[src/rtl/deser_bus_scheduler.sv]
// deser_bus_scheduler: round-robin shares one deserializer between two serial sources,
// feeding one bit per 100 kHz tick and delivering each byte tagged with its source.
module deser_bus_scheduler #(
   parameter int CLK_DIV       = 10,
   parameter int BYTE_BITS     = 8,
   parameter int TIMEOUT_TICKS = 255
) (
   input  logic                 clock1M,
   input  logic                 reset,
   input  logic                 src0_bit,
   input  logic                 src1_bit,
   input  logic                 src0_valid,
   input  logic                 src1_valid,
   output logic                 src0_ready,
   output logic                 src1_ready,
   output logic                 deser_data_in,
   output logic                 deser_write_in,
   output logic                 deser_ack_in,
   input  logic                 deser_data_ready,
   input  logic [BYTE_BITS-1:0] deser_data_out,
   output logic [BYTE_BITS-1:0] byte_out,
   output logic                 byte_src,
   output logic                 byte_pad,
   output logic                 byte_valid,
   input  logic                 byte_accept,
   output logic                 tick_out,
   output logic                 busy,
   output logic                 timeout_err,
   input  logic                 err_clear
);
   localparam int TW = CLK_DIV > 1 ? $clog2(CLK_DIV) : 1;
   localparam int BW = $clog2(BYTE_BITS + 1);
   localparam int OW = $clog2(TIMEOUT_TICKS + 1);

   typedef enum logic [2:0] {S_IDLE, S_SHIFT, S_WAIT_RDY, S_DELIVER, S_ACK, S_WAIT_CLR} state_t;

   state_t        r_state, w_next;
   logic [TW-1:0] r_tick_cnt;
   logic [BW-1:0] r_bit_cnt;
   logic [OW-1:0] r_to_cnt;
   logic          r_grant, r_last_grant, r_pad;
   logic          w_tick, w_any, w_pick, w_gvalid, w_gbit, w_shift_tick;
   logic          w_xfer, w_write, w_last_bit, w_idle_tick, w_to_hit, w_arb;

   assign w_tick       = r_tick_cnt == TW'(CLK_DIV - 1);
   assign w_any        = src0_valid | src1_valid;
   assign w_pick       = (src0_valid & src1_valid) ? ~r_last_grant : src1_valid;
   assign w_arb        = (r_state == S_IDLE) & w_tick & w_any;
   assign w_gvalid     = r_grant ? src1_valid : src0_valid;
   assign w_gbit       = r_grant ? src1_bit : src0_bit;
   assign w_shift_tick = (r_state == S_SHIFT) & w_tick;
   assign w_xfer       = w_shift_tick & ~r_pad & w_gvalid;
   // once padded, every tick pushes a zero without consulting either source
   assign w_write      = w_xfer | (w_shift_tick & r_pad);
   assign w_last_bit   = w_write & (r_bit_cnt == BW'(BYTE_BITS - 1));
   assign w_idle_tick  = w_shift_tick & ~r_pad & ~w_gvalid;
   assign w_to_hit     = w_idle_tick & (r_to_cnt == OW'(TIMEOUT_TICKS - 1));

   assign src0_ready     = w_xfer & ~r_grant;
   assign src1_ready     = w_xfer & r_grant;
   assign deser_write_in = w_write;
   assign deser_data_in  = w_xfer & w_gbit;
   assign deser_ack_in   = r_state == S_ACK;
   assign tick_out       = w_tick;
   assign busy           = r_state != S_IDLE;

   always_ff @(posedge clock1M) begin
      if (reset) r_state <= S_IDLE;
      else r_state <= w_next;
   end

   always_comb begin
      w_next = r_state;
      case (r_state)
         S_IDLE:     w_next = w_arb ? S_SHIFT : S_IDLE;
         S_SHIFT:    w_next = w_last_bit ? S_WAIT_RDY : S_SHIFT;
         S_WAIT_RDY: w_next = deser_data_ready ? S_DELIVER : S_WAIT_RDY;
         S_DELIVER:  w_next = (byte_accept & byte_valid) ? S_ACK : S_DELIVER;
         S_ACK:      w_next = S_WAIT_CLR;
         S_WAIT_CLR: w_next = deser_data_ready ? S_WAIT_CLR : S_IDLE;
         default:    w_next = S_IDLE;
      endcase
   end

   always_ff @(posedge clock1M) begin
      if (reset) begin
         r_tick_cnt   <= '0;
         r_bit_cnt    <= '0;
         r_to_cnt     <= '0;
         r_grant      <= 1'b0;
         r_last_grant <= 1'b1;
         r_pad        <= 1'b0;
         timeout_err  <= 1'b0;
         byte_out     <= '0;
         byte_src     <= 1'b0;
         byte_pad     <= 1'b0;
         byte_valid   <= 1'b0;
      end else begin
         r_tick_cnt  <= w_tick ? '0 : r_tick_cnt + 1'b1;
         timeout_err <= w_to_hit | (timeout_err & ~err_clear);
         if (w_arb) begin
            r_grant      <= w_pick;
            r_last_grant <= w_pick;
         end
         if (w_write) r_bit_cnt <= w_last_bit ? '0 : r_bit_cnt + 1'b1;
         if (w_xfer) r_to_cnt <= '0;
         else if (w_idle_tick) r_to_cnt <= r_to_cnt + 1'b1;
         if (w_to_hit) r_pad <= 1'b1;
         if (r_state == S_WAIT_RDY && deser_data_ready) begin
            byte_out   <= deser_data_out;
            byte_src   <= r_grant;
            byte_pad   <= r_pad;
            byte_valid <= 1'b1;
         end
         if (r_state == S_DELIVER && byte_accept) byte_valid <= 1'b0;
         if (r_state == S_WAIT_CLR && !deser_data_ready) begin
            r_pad    <= 1'b0;
            r_to_cnt <= '0;
         end
      end
   end
endmodule
[config.mk]
export PLATFORM = sky130hd
export DESIGN_NAME = deser_bus_scheduler
export DESIGN_NICKNAME = d
export VERILOG_FILES = /design/src/rtl/deser_bus_scheduler.sv
export SDC_FILE = /design/constraint.sdc
export NUM_CORES = 1
export LEC_CHECK = 0
export BUFFER_PORTS_ARGS = -buffer_cell sky130_fd_sc_hd__buf_2
export CAP_MARGIN = 20
export CORE_ASPECT_RATIO = 0.7
export CORE_MARGIN = 2
export CORE_UTILIZATION = 40
export CTS_CLUSTER_SIZE = 12
export DETAILED_ROUTE_END_ITERATION = 12
export GPL_ROUTABILITY_DRIVEN = 0
export GPL_TIMING_DRIVEN = 0
export HOLD_SLACK_MARGIN = 0.06
export SETUP_SLACK_MARGIN = 0.05
export SLEW_MARGIN = 30
export SYNTH_ARGS = -nofsm -noshare
export SYNTH_HDL_FRONTEND = slang
export SYNTH_SLANG_ARGS = --single-unit
[constraint.sdc]
create_clock -name clock1M -period 2.6 [get_ports clock1M]
set_input_delay 0.52 -clock clock1M [delete_from_list [all_inputs] [get_ports clock1M]]
set_output_delay 0.52 -clock clock1M [all_outputs]
set_load 0.01 [all_outputs]
[Word-level counts from Yosys, hierarchy flattened]
Index checks and enable logic that the tools add are counted.
Word-level totals
  output and inout bits: 19
  bits of input ports: 17
  bits in registers: 34
Cells by class
  muxes and demuxes: 10
  bitwise logic cells: 23
  equal/unequal tests: 8
  $add $sub $neg: 3
  reductions and logical operators: 10
Operators with widths (number)
  3-bit one-hot mux with 6 select lines: 1
  1-bit AND: 15
  4-bit by 1-bit adder with 4-bit output (second input constant): 2
  8-bit by 1-bit adder with 8-bit output (second input constant): 1
  8-bit equality test (second input constant): 1
  3-bit by 2-bit equality test with 1-bit output (second input constant): 2
  3-bit equality test (second input constant): 2
  3-bit 2-to-1 mux: 2
  2-bit OR reduction: 3
  1-bit 2-to-1 mux: 5
  1-bit NOT: 5
  4-bit by 3-bit equality test with 1-bit output (second input constant): 1
  4-bit equality test (second input constant): 1
  4-bit 2-to-1 mux: 1
  3-bit by 1-bit equality test with 1-bit output (second input constant): 1
  1-bit logical AND: 3
  3-bit zero test: 1
  1-bit OR: 3
  3-bit nonzero test: 1
  3-bit OR reduction: 1
  2-bit 2-to-1 mux: 1
  1-bit zero test: 1

[Depth between registers and ports, before layout]
Gate-level depths: netlist of run 1.
  depth after elaboration: 8
  mapped depth: 8

[Least setup slack after synthesis of run 1]
No wires, ideal clock.
  path kind: flip-flop to output port
  start: reg r_tick_cnt[0]
  end: out src0_ready
  setup slack: 0.703 ns
  stages on the path, launching flop included: 6
  data arrival time: 1.377 ns
  cells stage by stage: dfxtp_1 > ha_1 > nand3b_4 > inv_2 > nand2_1 > nor4b_1
On the way
  longest elaborated chain between the ends: 5
Ends and longest elaborated chain
  start, declared: RTL line 38  | logic [TW-1:0] r_tick_cnt;
  start signal, assigned: RTL line 99  | r_tick_cnt <= w_tick ? '0 : r_tick_cnt + 1'b1;
  4-bit equality test: RTL line 45  | assign w_tick = r_tick_cnt == TW'(CLK_DIV - 1);
  1-bit AND: RTL line 51  | assign w_shift_tick = (r_state == S_SHIFT) & w_tick;
  1-bit AND (2 in series): RTL line 52  | assign w_xfer = w_shift_tick & ~r_pad & w_gvalid;
  1-bit AND: RTL line 59  | assign src0_ready = w_xfer & ~r_grant;
  end, declared: RTL line 14  | output logic src0_ready,
Every way passes these cells.

[Worst setup path after layout of run 1]
Ends and elaborated chain as after synthesis.

==> load_flow_metrics.sql, run 1 <==
INSERT INTO impl_metrics (metric_group, metric, value, unit) VALUES
('run_status', 'status', 'completed', ''),
('die', 'rows', '19', ''),
('placed_design', 'hpwlAfterDp', '2498', 'um'),
('timing', 'fmax', '436.3', 'MHz'),
('power_and_ir_drop', 'irDropWorstVdd', '0.2726', 'mV'),
('routing', 'routed-via-count', '1407', ''),
('timing', 'fin_crit_period', '2.292', 'ns'),
('yosys', 'ys_top_cells_by_area', 'sky130_fd_sc_hd__dfxtp_1 (41%), sky130_fd_sc_hd__nand2_1 (7.5%), sky130_fd_sc_hd__a21oi_1 (6.7%), sky130_fd_sc_hd__ha_1 (3.8%), sky130_fd_sc_hd__nor2_1 (3.2%)', ''),
('timing', 'worst_clock_skew', '0.008039', 'ns'),
('yosys', 'synthCells', '191', ''),
('clock_tree', 'clk_pin_slew_worst_paths', '0.06', 'ns'),
('die', 'fp.dieArea', '0.004644', 'mm^2'),
('yosys', 'synth_sequential_area_ratio', '0.4143', ''),
('power_and_ir_drop', 'powerDensity', '489.9', 'mW/mm^2'),
('grt', 'antenna_violations_before_repair', '0', ''),
('worst_hold_path', 'worstHoldPathType', 'flip-flop to flip-flop', ''),
('clock_tree', 'clock_path_buffers', '2', ''),
('placed_design', 'portBuffers', '34', ''),
('clock_tree', 'cts_hold_repair.buffers', '0', ''),
('final_layout', 'num-nets-final', '254', ''),
('die', 'effective_utilization_at_floorplan', '0.4188', ''),
('yosys', 'synth_net_count', '213', ''),
('final_layout', 'area.growth.synth_to_final', '19.34', '%'),
('die', 'die_h', '57.62', 'um'),
('timing', 'final_hold_viol_count', '0', ''),
('clock_tree', 'post_cts_buffers', '0', ''),
('placed_design', 'detailedPlace.worstSlack', '0.6000', 'ns'),
('yosys', 'netlist.top_cell.by_area', 'sky130_fd_sc_hd__dfxtp_1', ''),
('clock_tree', 'worstSkewPairLatency', '0.28', 'ns'),
('timing', 'timing.setup.tns', '0', 'ns'),
('yosys', 'top_area_cell_type_share_of_the_netlist_area', '0.4143', ''),
('final_layout', 'final_layout_size_suffix_gt1_frac', '0.2468', ''),
('clock_tree', 'post_cts.resized_instances', '0', ''),
('clock_tree', 'cts.root.buffer_cell', 'sky130_fd_sc_hd__clkbuf_8', ''),
('setup_path', 'critical_path_peak_fanout', '4', ''),
('final_layout', 'final_core_utilization', '0.4998', ''),
('routing', 'routed_wire_length', '3431', 'um'),
('yosys', 'number_of_enable_flip_flop_cells_after_synthesis', '0', ''),
('timing', 'worst_slack', '0.3079', 'ns'),
('power_and_ir_drop', 'power_leakage', '0.7903', 'nW'),
('yosys', 'synth.ff_latch_count', '34', ''),
('final_layout', 'multi_input_comb_area', '892.1', 'um^2'),
('yosys', 'post_synth_num_cell_types', '49', ''),
('timing', 'rsz_0062_raised_after_global_routing', 'no', ''),
('clock_tree', 'cts_sink_cnt', '34', ''),
('routing', 'remaining_number_of_nets_flagged_by_the_antenna_check_after_routing', '0', ''),
('clock_tree', 'clock_tree_from_tritoncts', 'built', ''),
('final_layout', 'seqCellArea', '680.7', 'um^2'),
('setup_path', 'worst-endpoint-required', '2.08', 'ns'),
('power_and_ir_drop', 'totalPowerFinal', '960.5', 'uW'),
('die', 'chipWidth', '80.60', 'um'),
('routing', 'viasPerCell', '4.972', ''),
('final_layout', 'fillerInstances', '403', ''),
('routing', 'detailedRoute.firstIterationViolations', '53', ''),
('yosys', 'ffs_w_async_s_r_synth', '0', ''),
('yosys', 'postSynth.topFlopCell', 'sky130_fd_sc_hd__dfxtp_1', ''),
('die', 'placeableCoreArea', '0.003923', 'mm^2'),
('timing', 'hold-worst-slack', '0.4546', 'ns'),
('timing', 'final_min_period_over_clock_period', '0.8816', ''),
('final_layout', 'num_antenna_cells', '0', ''),
('setup_path', 'timing.critical_path.to_type', 'output pin', ''),
('yosys', 'count_of_yosys_warnings_during_synthesis', '0', ''),
('grt', 'grt_max_degree', '11', ''),
('timing', 'finalSetupViolations', '0', ''),
('grt', 'grt.total_usage', '0.1595', ''),
('setup_path', 'timing.critical_path.from_type', 'flip-flop', ''),
('setup_path', 'cp_data_arrival_time', '1.77', 'ns'),
('grt', 'first_pass_grt_wire_length', '5685', 'um'),
('yosys', 'postSynthAreaPerCell', '8.601', 'um^2'),
('setup_path', 'path_class', 'flip-flop to output pin', ''),
('routing', 'detail_route.wl_per_cell', '12.12', 'um');
cell usage after synthesis (2+ instances only):
cell	count
sky130_fd_sc_hd__a21oi_1	22
sky130_fd_sc_hd__buf_2	2
sky130_fd_sc_hd__clkbuf_1	3
sky130_fd_sc_hd__dfxtp_1	34
sky130_fd_sc_hd__xnor2_1	4
sky130_fd_sc_hd__xor2_1	2
sky130_fd_sc_hd__nor2b_1	3
sky130_fd_sc_hd__inv_1	7
sky130_fd_sc_hd__nand4_1	4
sky130_fd_sc_hd__a211oi_1	2
sky130_fd_sc_hd__nor3_1	6
sky130_fd_sc_hd__nand2_1	33
sky130_fd_sc_hd__and3b_1	2
sky130_fd_sc_hd__ha_1	5
sky130_fd_sc_hd__nand3_1	4
sky130_fd_sc_hd__nor2_1	14
sky130_fd_sc_hd__a31oi_1	4
sky130_fd_sc_hd__or3_1	4
sky130_fd_sc_hd__o21ai_0	5
sky130_fd_sc_hd__buf_4	2
kinds of logic after synthesis:
kind of cell	synth area share
AO/OA/AOI/OAI	0.1729
XOR/XNOR	0.03199
adder cells (fa/ha/maj)	0.03808
buffers and inverters	0.04265
flip-flops	0.4143
multiplexers	0.01751
AND/OR/NAND/NOR	0.2826
registers in the layout (all words and copies together) (netlist names):
register / count
r_tick_cnt: 4
r_bit_cnt: 4
timeout_err: 1
r_pad: 1
r_to_cnt: 8
r_state: 3
r_grant: 1
byte_src: 1
byte_pad: 1
byte_valid: 1
r_last_grant: 1
byte_out: 8
placed cells by master, fill, tap and decap left out, drive strengths merged, types with 3 or more instances in the layout:
cell type and n:
a21oi 22, a31oi 4, buf 39, clkbuf 9, dfxtp 34, ha 5
inv 8, nand2 33, nand3 4, nand4 4, nor2 14, nor2b 3
nor3 6, o21ai 5, or3 5, xnor2 4
per-layer routing:
layer | wire [um] | up-vias | GRT usage
met2 | 1275 | 37 | 0.2298
met4 | 36 | 0 | 0.05811
met1 | 1873 | 614 | 0.2267
li1 | - | 751 | -
met3 | 244 | 5 | 0.04829
met5 | 0 | - | 0
report_power, final:
part	switching (mW)	internal [mW]	leakage, nW
Combinational	0.0278	0.0226	0.473
Sequential	0.00603	0.527	0.274
Clock	0.174	0.204	0.0431
Total	0.207	0.753	0.790
path summary, 6_finish.rpt:
kind | from | end | slack, ns | cells after the start
hold reg to reg | byte_out[2] | byte_out[2] | 0.45 | 2
setup reg to reg | r_tick_cnt[0] | r_to_cnt[5] | 0.76 | 7
hold / removal | byte_out[2] | byte_out[2] | 0.45 | 2
setup / recovery | r_tick_cnt[0] | src0_ready | 0.31 | 6
worst max-delay path, cell delays in order, from the launching register on:
cell,delay (ns)
sky130_fd_sc_hd__dfxtp_1,0.38
sky130_fd_sc_hd__ha_1,0.24
sky130_fd_sc_hd__nand3b_4,0.12
sky130_fd_sc_hd__inv_2,0.11
sky130_fd_sc_hd__nand2_1,0.14
sky130_fd_sc_hd__nor4b_1,0.32
sky130_fd_sc_hd__buf_2,0.18
stage by stage:
stage,cell area (um^2),instances
after floorplan,1643,191
after global placement,1878,277
after detailed placement,1878,277
after CTS,1961,283
after global routing,1961,283
final,1961,283
final cells by class:
class / count / share of cell area
Tap cell: 52 / 0.03318
Timing Repair Buffer: 34 / 0.08679
Inverter: 8 / 0.01532
Buffer: 8 / 0.02042
Multi-Input combinational cell: 141 / 0.4550
Clock buffer: 6 / 0.04212
Sequential cell: 34 / 0.3472
No activity file was read; power rests on OpenSTA's default activity.
==> inputs of run 2 (changes only) <==
==> constraint.sdc (replaced) <==
create_clock -name clock1M -period 2.6 [get_ports clock1M]
set_input_delay 0 -clock clock1M [delete_from_list [all_inputs] [get_ports clock1M]]
set_output_delay 0 -clock clock1M [all_outputs]
set_load 0.01 [all_outputs]
==> run 2 against run 1 <==
Worst hold slack got worse by 0.37 ns. Wire length rose by 3.3%. Core utilization rose by 2.6 points. Flip-flop and latch count did not move. Largest power group unchanged. Combinational power rose by 23%. Register-to-register slack barely moved. Final cell count rose by 3.5%. Design area rose by 5.1%. Critical path type is now flip-flop to flip-flop. Count of clock-buffer cells in the layout did not move. Critical path depth rose by 1.
==> load_flow_metrics.sql, run 2 (synthesis gave the netlist of run 1 again) <==
INSERT INTO impl_metrics (metric_group, metric, value, unit) VALUES
('clock_tree', 'post_cts_buffers', '0', ''),
('final_layout', 'layout_common_cells', 'sky130_fd_sc_hd__buf_2 (36), sky130_fd_sc_hd__dfxtp_1 (34), sky130_fd_sc_hd__nand2_1 (33)', ''),
('setup_path', 'timing.critical_path.from_type', 'flip-flop', ''),
('placed_design', 'dpl-instance-area', '0.001878', 'mm^2'),
('die', 'chipWidth', '80.60', 'um'),
('timing', 'worst_clock_skew', '0.007803', 'ns'),
('power_and_ir_drop', 'powerDensity', '471.3', 'mW/mm^2'),
('die', 'ioPinCount', '36', ''),
('clock_tree', 'cts.root.buffer_cell', 'sky130_fd_sc_hd__clkbuf_8', ''),
('grt', 'antenna_violations_before_repair', '0', ''),
('routing', 'routed_wire_length', '3543', 'um'),
('placed_design', 'portBuffers', '34', ''),
('power_and_ir_drop', 'totalPowerFinal', '971.3', 'uW'),
('timing', 'rsz_0062_raised_after_global_routing', 'no', ''),
('setup_path', 'path_class', 'flip-flop to flip-flop', ''),
('die', 'die_h', '57.62', 'um'),
('routing', 'routed-wl-met3', '199', 'um'),
('worst_hold_path', 'worstHoldPathType', 'primary input to flip-flop', ''),
('grt', 'number_of_global_route_vias_before_repair', '1351', ''),
('timing', 'count_of_pins_over_their_slew_limit', '0', ''),
('clock_tree', 'clock_tree_from_tritoncts', 'built', ''),
('run_status', 'status', 'completed', ''),
('timing', 'final_hold_viol_count', '0', ''),
('clock_tree', 'worstSkewPairLatency', '0.28', 'ns'),
('final_layout', 'area.growth.synth_to_final', '25.44', '%'),
('clock_tree', 'clock_path_buffers', '2', ''),
('final_layout', 'layout.cells.most_common', 'sky130_fd_sc_hd__buf_2', ''),
('final_layout', 'seqCellArea', '680.7', 'um^2'),
('timing', 'final_min_period_over_clock_period', '0.7082', ''),
('routing', 'route.layer.met1.wl', '1966', 'um'),
('clock_tree', 'post_cts.resized_instances', '0', ''),
('setup_path', 'critical_path_peak_fanout', '10', ''),
('grt', 'first_pass_grt_wire_length', '5885', 'um'),
('timing', 'worst_margin_pin_slew', '0.6114', 'ns'),
('die', 'effective_utilization_at_floorplan', '0.4188', ''),
('setup_path', 'worst-endpoint-required', '2.82', 'ns'),
('worst_hold_path', 'min_to', 'r_grant', ''),
('timing', 'timing.setup.tns', '0', 'ns'),
('power_and_ir_drop', 'power_leakage', '0.8320', 'nW'),
('die', 'placeableCoreArea', '0.003923', 'mm^2'),
('setup_path', 'critical_path.cell_chain', 'ha_1, nand3b_4, inv_2, buf_2, nand4_1, or3_1, a21oi_1', ''),
('setup_path', 'cp_data_arrival_time', '2.06', 'ns'),
('routing', 'remaining_number_of_nets_flagged_by_the_antenna_check_after_routing', '0', ''),
('placed_design', 'placed_cells_incl_taps', '277', ''),
('routing', 'detail_route.wl_per_cell', '12.09', 'um'),
('final_layout', 'layout.cell_area.non_filler', '0.002061', 'mm^2'),
('final_layout', 'layoutNonFillerInstCount', '293', ''),
('flow_run', 'max_cap_violations', '0', ''),
('timing', 'finalSetupViolations', '0', ''),
('power_and_ir_drop', 'irDropWorstVdd', '0.3325', 'mV'),
('timing', 'fmax', '543.1', 'MHz'),
('final_layout', 'fillerInstances', '393', ''),
('final_layout', 'num-nets-final', '264', ''),
('final_layout', 'reg_top3', 'byte_out x8, r_to_cnt x8', ''),
('setup_path', 'worst_r2r_endpoint', 'r_to_cnt[5]', ''),
('final_layout', 'multi_input_comb_area', '892.1', 'um^2'),
('routing', 'routed-via-count', '1458', ''),
('final_layout', 'num_antenna_cells', '0', ''),
('routing', 'detailedRoute.firstIterationViolations', '61', ''),
('clock_tree', 'cts_sink_cnt', '34', ''),
('setup_path', 'critical-path-slowest-cell', 'sky130_fd_sc_hd__dfxtp_1', ''),
('setup_path', 'timing.critical_path.to_type', 'flip-flop', ''),
('final_layout', 'final_layout_size_suffix_gt1_frac', '0.2365', ''),
('setup_path', 'timing.reg2reg.worst_path_depth', '7', ''),
('clock_tree', 'clk_pin_slew_worst_paths', '0.07', 'ns'),
('routing', 'route.top_layer_used', 'met4', ''),
('grt', 'residual_overflow_from_global_routing', '0', ''),
('clock_tree', 'cts_made_buffers', '5', ''),
('grt', 'grt.total_usage', '0.1653', ''),
('die', 'rows', '19', ''),
('routing', 'viasPerCell', '4.976', ''),
('die', 'fp.dieArea', '0.004644', 'mm^2'),
('worst_hold_path', 'worstHoldPathCells', '3', ''),
('setup_path', 'slowest_delay', '0.38', 'ns'),
('setup_path', 'startpoint_of_the_lowest_slack_register_to_register_path', 'r_tick_cnt[0]', ''),
('routing', 'routed-wl-met2', '1340', 'um'),
('setup_path', 'rrSetupSlack', '0.76', 'ns'),
('placed_design', 'hpwlAfterDp', '2498', 'um'),
('timing', 'hold-worst-slack', '0.08311', 'ns'),
('grt', 'grt_max_degree', '11', ''),
('timing', 'fin_crit_period', '1.841', 'ns'),
('clock_tree', 'cts_max_level', '2', ''),
('routing', 'drt_pre_antenna_iters', '4', ''),
('routing', 'drcViolationCount', '0', ''),
('worst_hold_path', 'holdCritStartpoint', 'src0_valid', ''),
('timing', 'max_slew_margin', '0.5900', '');
[run 2: routing by layer]
metal / up-vias / GRT usage
met3: 5 / 0.04829
met5: - / 0
met1: 648 / 0.2302
li1: 770 / -
met4: 0 / 0.05811
met2: 35 / 0.2464
[run 2: how the worst max path moves through the flow]
stage | to | cells after the start | from
2_1_floorplan | r_to_cnt[7] | 7 | r_tick_cnt[0]
3_3_place_gp | r_to_cnt[7] | 7 | r_tick_cnt[0]
3_5_place_dp | r_to_cnt[5] | 7 | r_tick_cnt[0]
4_1_cts | r_to_cnt[5] | 7 | r_tick_cnt[0]
5_1_grt | r_to_cnt[5] | 7 | r_tick_cnt[0]
6_report | r_to_cnt[5] | 7 | r_tick_cnt[0]
[run 2: area by class of cell]
type / count / area share
repair buffers: 44 / 0.1311
flip-flops and latches: 34 / 0.3303
multi-input cells: 141 / 0.4329
clock buffers: 6 / 0.04007
plain buffers: 8 / 0.01943
inverters: 8 / 0.01457
well taps: 52 / 0.03157
[run 2: stage by stage]
stage	setup WS [ns]	utilization
detailed placement	0.7416	0.4788
floorplan	0.9740	-
global route	0.5937	0.5254
CTS	0.7310	0.5254
global placement	0.7859	0.4788
finish	0.7586	0.5254
[run 2: power by group]
| group | total (mW) | switching, mW | leakage [nW] | internal, mW |
|---|---|---|---|---|
| logic | 0.0619 | 0.0296 | 0.514 | 0.0323 |
| registers | 0.533 | 0.00608 | 0.274 | 0.527 |
| clock network | 0.377 | 0.173 | 0.0431 | 0.204 |
[run 2: timing repair]
action,in CTS,in global routing
hold endpoints to repair,10,0
setup endpoints to repair,0,0
hold buffers,10,0
[run 2: worst max-delay path, delay by kind of cell (launching register included)]
kind	cells	cell delay (ns)
compound gates	1	0.15
fa+ha+maj	1	0.24
buf+inv	2	0.34
flops	1	0.38
simple gates	3	0.67
==> inputs of run 3 (changes only) <==
==> constraint.sdc (replaced) <==
create_clock -name clock1M -period 1.65 [get_ports clock1M]
set_input_delay 0 -clock clock1M [delete_from_list [all_inputs] [get_ports clock1M]]
set_output_delay 0 -clock clock1M [all_outputs]
set_load 0.01 [all_outputs]
==> run 3 against run 2 <==
Flip-flop and latch count did not move. Die area did not move. Sequential power rose by 57%. Worst hold slack improved by 0.011 ns. Total power rose by 76%. Worst setup slack got worse by 0.70 ns. Count of clock-buffer cells in the layout fell by 1. Sequential share of layout area fell by 3.6 points. Critical path type unchanged. Largest cell class unchanged.
==> load_flow_metrics.sql, run 3 (synthesis gave the netlist of run 1 again) <==
INSERT INTO impl_metrics (metric_group, metric, value, unit) VALUES
('final_layout', 'final_layout_size_suffix_gt1_frac', '0.3626', ''),
('die', 'rows', '19', ''),
('clock_tree', 'clk_pin_slew_worst_paths', '0.07', 'ns'),
('timing', 'fin_crit_period', '1.590', 'ns'),
('timing', 'rsz_0062_raised_after_global_routing', 'yes', ''),
('die', 'fp.dieArea', '0.004644', 'mm^2'),
('worst_hold_path', 'holdCritStartpoint', 'src0_valid', ''),
('routing', 'drt_pre_antenna_iters', '4', ''),
('die', 'die_h', '57.62', 'um'),
('routing', 'viasPerCell', '4.990', ''),
('final_layout', 'area.growth.synth_to_final', '43.26', '%'),
('clock_tree', 'cts_made_buffers', '5', ''),
('setup_path', 'setup.worst_path.start', 'r_tick_cnt[1]', ''),
('timing', 'final_min_period_over_clock_period', '0.9639', ''),
('final_layout', 'fillerInstances', '359', ''),
('final_layout', 'num-nets-final', '283', ''),
('clock_tree', 'cts_max_level', '2', ''),
('worst_hold_path', 'worstHoldPathType', 'primary input to flip-flop', ''),
('power_and_ir_drop', 'powerDensity', '727.7', 'mW/mm^2'),
('setup_path', 'timing.critical_path.to_type', 'flip-flop', ''),
('clock_tree', 'clock_tree_from_tritoncts', 'built', ''),
('clock_tree', 'cts.root.buffer_cell', 'sky130_fd_sc_hd__clkbuf_8', ''),
('placed_design', 'detailedPlace.worstSlack', '-0.1341', 'ns'),
('setup_path', 'worst-endpoint-required', '1.88', 'ns'),
('die', 'placeableCoreArea', '0.003923', 'mm^2'),
('placed_design', 'dpl-instance-area', '0.001881', 'mm^2'),
('routing', 'routed_wire_length', '3915', 'um'),
('timing', 'max_slew_margin', '0.6194', ''),
('final_layout', 'layoutNonFillerInstCount', '314', ''),
('timing', 'finalSetupViolations', '0', ''),
('routing', 'detail_route.wl_per_cell', '12.47', 'um'),
('clock_tree', 'cts_sink_cnt', '34', ''),
('routing', 'routed-via-count', '1567', ''),
('routing', 'detailedRoute.firstIterationViolations', '54', ''),
('power_and_ir_drop', 'power_leakage', '0.9695', 'nW'),
('routing', 'remaining_number_of_nets_flagged_by_the_antenna_check_after_routing', '0', ''),
('final_layout', 'layout.cells.most_common', 'sky130_fd_sc_hd__buf_2', ''),
('final_layout', 'layout.cell_area.non_filler', '0.002354', 'mm^2'),
('timing', 'worst_margin_pin_slew', '0.5709', 'ns'),
('die', 'ioPinCount', '36', ''),
('flow_run', 'max_cap_violations', '0', ''),
('final_layout', 'reg_top3', 'byte_out x8, r_to_cnt x8', ''),
('die', 'chipWidth', '80.60', 'um'),
('timing', 'count_of_pins_over_their_slew_limit', '0', ''),
('setup_path', 'critical_path_peak_fanout', '5', ''),
('grt', 'antenna_violations_before_repair', '0', ''),
('die', 'effective_utilization_at_floorplan', '0.4188', ''),
('grt', 'first_pass_grt_wire_length', '6292', 'um'),
('timing', 'fmax', '628.7', 'MHz'),
('placed_design', 'placed_cells_incl_taps', '277', ''),
('setup_path', 'path_class', 'flip-flop to flip-flop', ''),
('grt', 'grt_max_degree', '12', ''),
('timing', 'worst_clock_skew', '0.002608', 'ns'),
('placed_design', 'portBuffers', '34', ''),
('setup_path', 'timing.critical_path.from_type', 'flip-flop', ''),
('clock_tree', 'clock_path_buffers', '2', ''),
('grt', 'residual_overflow_from_global_routing', '0', ''),
('timing', 'worst_slack', '0.05952', 'ns'),
('final_layout', 'num_antenna_cells', '0', ''),
('clock_tree', 'worstSkewPairLatency', '0.29', 'ns'),
('grt', 'number_of_global_route_vias_before_repair', '1368', ''),
('setup_path', 'startpoint_of_the_lowest_slack_register_to_register_path', 'r_tick_cnt[1]', ''),
('timing', 'final_hold_viol_count', '0', ''),
('timing', 'timing.setup.tns', '0', 'ns'),
('grt', 'grt.total_usage', '0.1803', ''),
('timing', 'hold-worst-slack', '0.09443', 'ns'),
('run_status', 'status', 'completed', ''),
('setup_path', 'cp_data_arrival_time', '1.82', 'ns'),
('final_layout', 'layout_common_cells', 'sky130_fd_sc_hd__buf_2 (34), sky130_fd_sc_hd__nand2_1 (32), sky130_fd_sc_hd__dfxtp_1 (28)', ''),
('routing', 'drcViolationCount', '0', ''),
('power_and_ir_drop', 'irDropWorstVdd', '0.4285', 'mV'),
('placed_design', 'hpwlAfterDp', '2537', 'um');
[run 3: changes by cell type in the layout (fill, tap and decap cells not counted), sizes merged]
cell | previous run | this run
buf | 39 | 58
bufinv | 0 | 1
clkbuf | 9 | 8
clkinv | 0 | 2
[run 3: path summary, 6_finish.rpt]
kind                  to  slack [ns]  cells past startpoint
max          r_to_cnt[6]        0.06                      8
min              r_grant        0.09                      3
max reg2reg  r_to_cnt[6]        0.06                      8
min reg2reg     byte_src        0.45                      2
[run 3: power by group]
part           switching, mW  total [mW]  internal, mW
Clock                  0.311       0.755         0.444
Combinational         0.0550       0.120        0.0651
Sequential           0.00930       0.837         0.828
[run 3: final cells by class]
cell class | count | area [um^2] | share of cell area
Clock buffer | 5 | 68.82 | 0.02924
Buffer | 8 | 57.56 | 0.02446
Sequential cell | 34 | 693.2 | 0.2945
Multi-Input combinational cell | 141 | 960.9 | 0.4083
Clock inverter | 3 | 40.04 | 0.01701
Timing Repair Buffer | 63 | 435.4 | 0.1850
Tap cell | 52 | 65.06 | 0.02764
Inverter | 8 | 32.53 | 0.01382
[run 3: through the flow]
| step | total power [mW] | utilization |
|---|---|---|
| after floorplan | 0.9011 | - |
| after global placement | 0.9369 | 0.4794 |
| after detailed placement | 0.9372 | 0.4794 |
| after CTS | 1.732 | 0.5697 |
| after global routing | 1.793 | 0.6000 |
| final | 1.713 | 0.6000 |
[run 3: repair_timing]
action / CTS / global route
gates resized for setup: 17 / 16
endpoints found under the setup margin: 17 / 21
pin swaps: 6 / 11
setup buffers: 10 / 9
hold endpoints to repair: 11 / 0
hold buffers: 10 / 0
[run 3: worst max-delay path, cell delays in order (launching register included)]
cell and delay [ns]:
sky130_fd_sc_hd__dfxtp_2 0.32, sky130_fd_sc_hd__inv_2 0.05, sky130_fd_sc_hd__ha_4 0.14, sky130_fd_sc_hd__nand3b_4 0.10, sky130_fd_sc_hd__inv_4 0.09, sky130_fd_sc_hd__buf_12 0.10
sky130_fd_sc_hd__nand4_1 0.19, sky130_fd_sc_hd__or3_1 0.39, sky130_fd_sc_hd__a21oi_2 0.14
[run 3: layer usage]
layer,track usage,part of all wire,routed length [um],up-vias
li1,-,-,-,813
met1,0.2424,0.50,1963,701
met2,0.2679,0.42,1640,46
met3,0.05296,0.060,236,7
met4,0.08717,0.019,74,0
met5,0,0,0,-
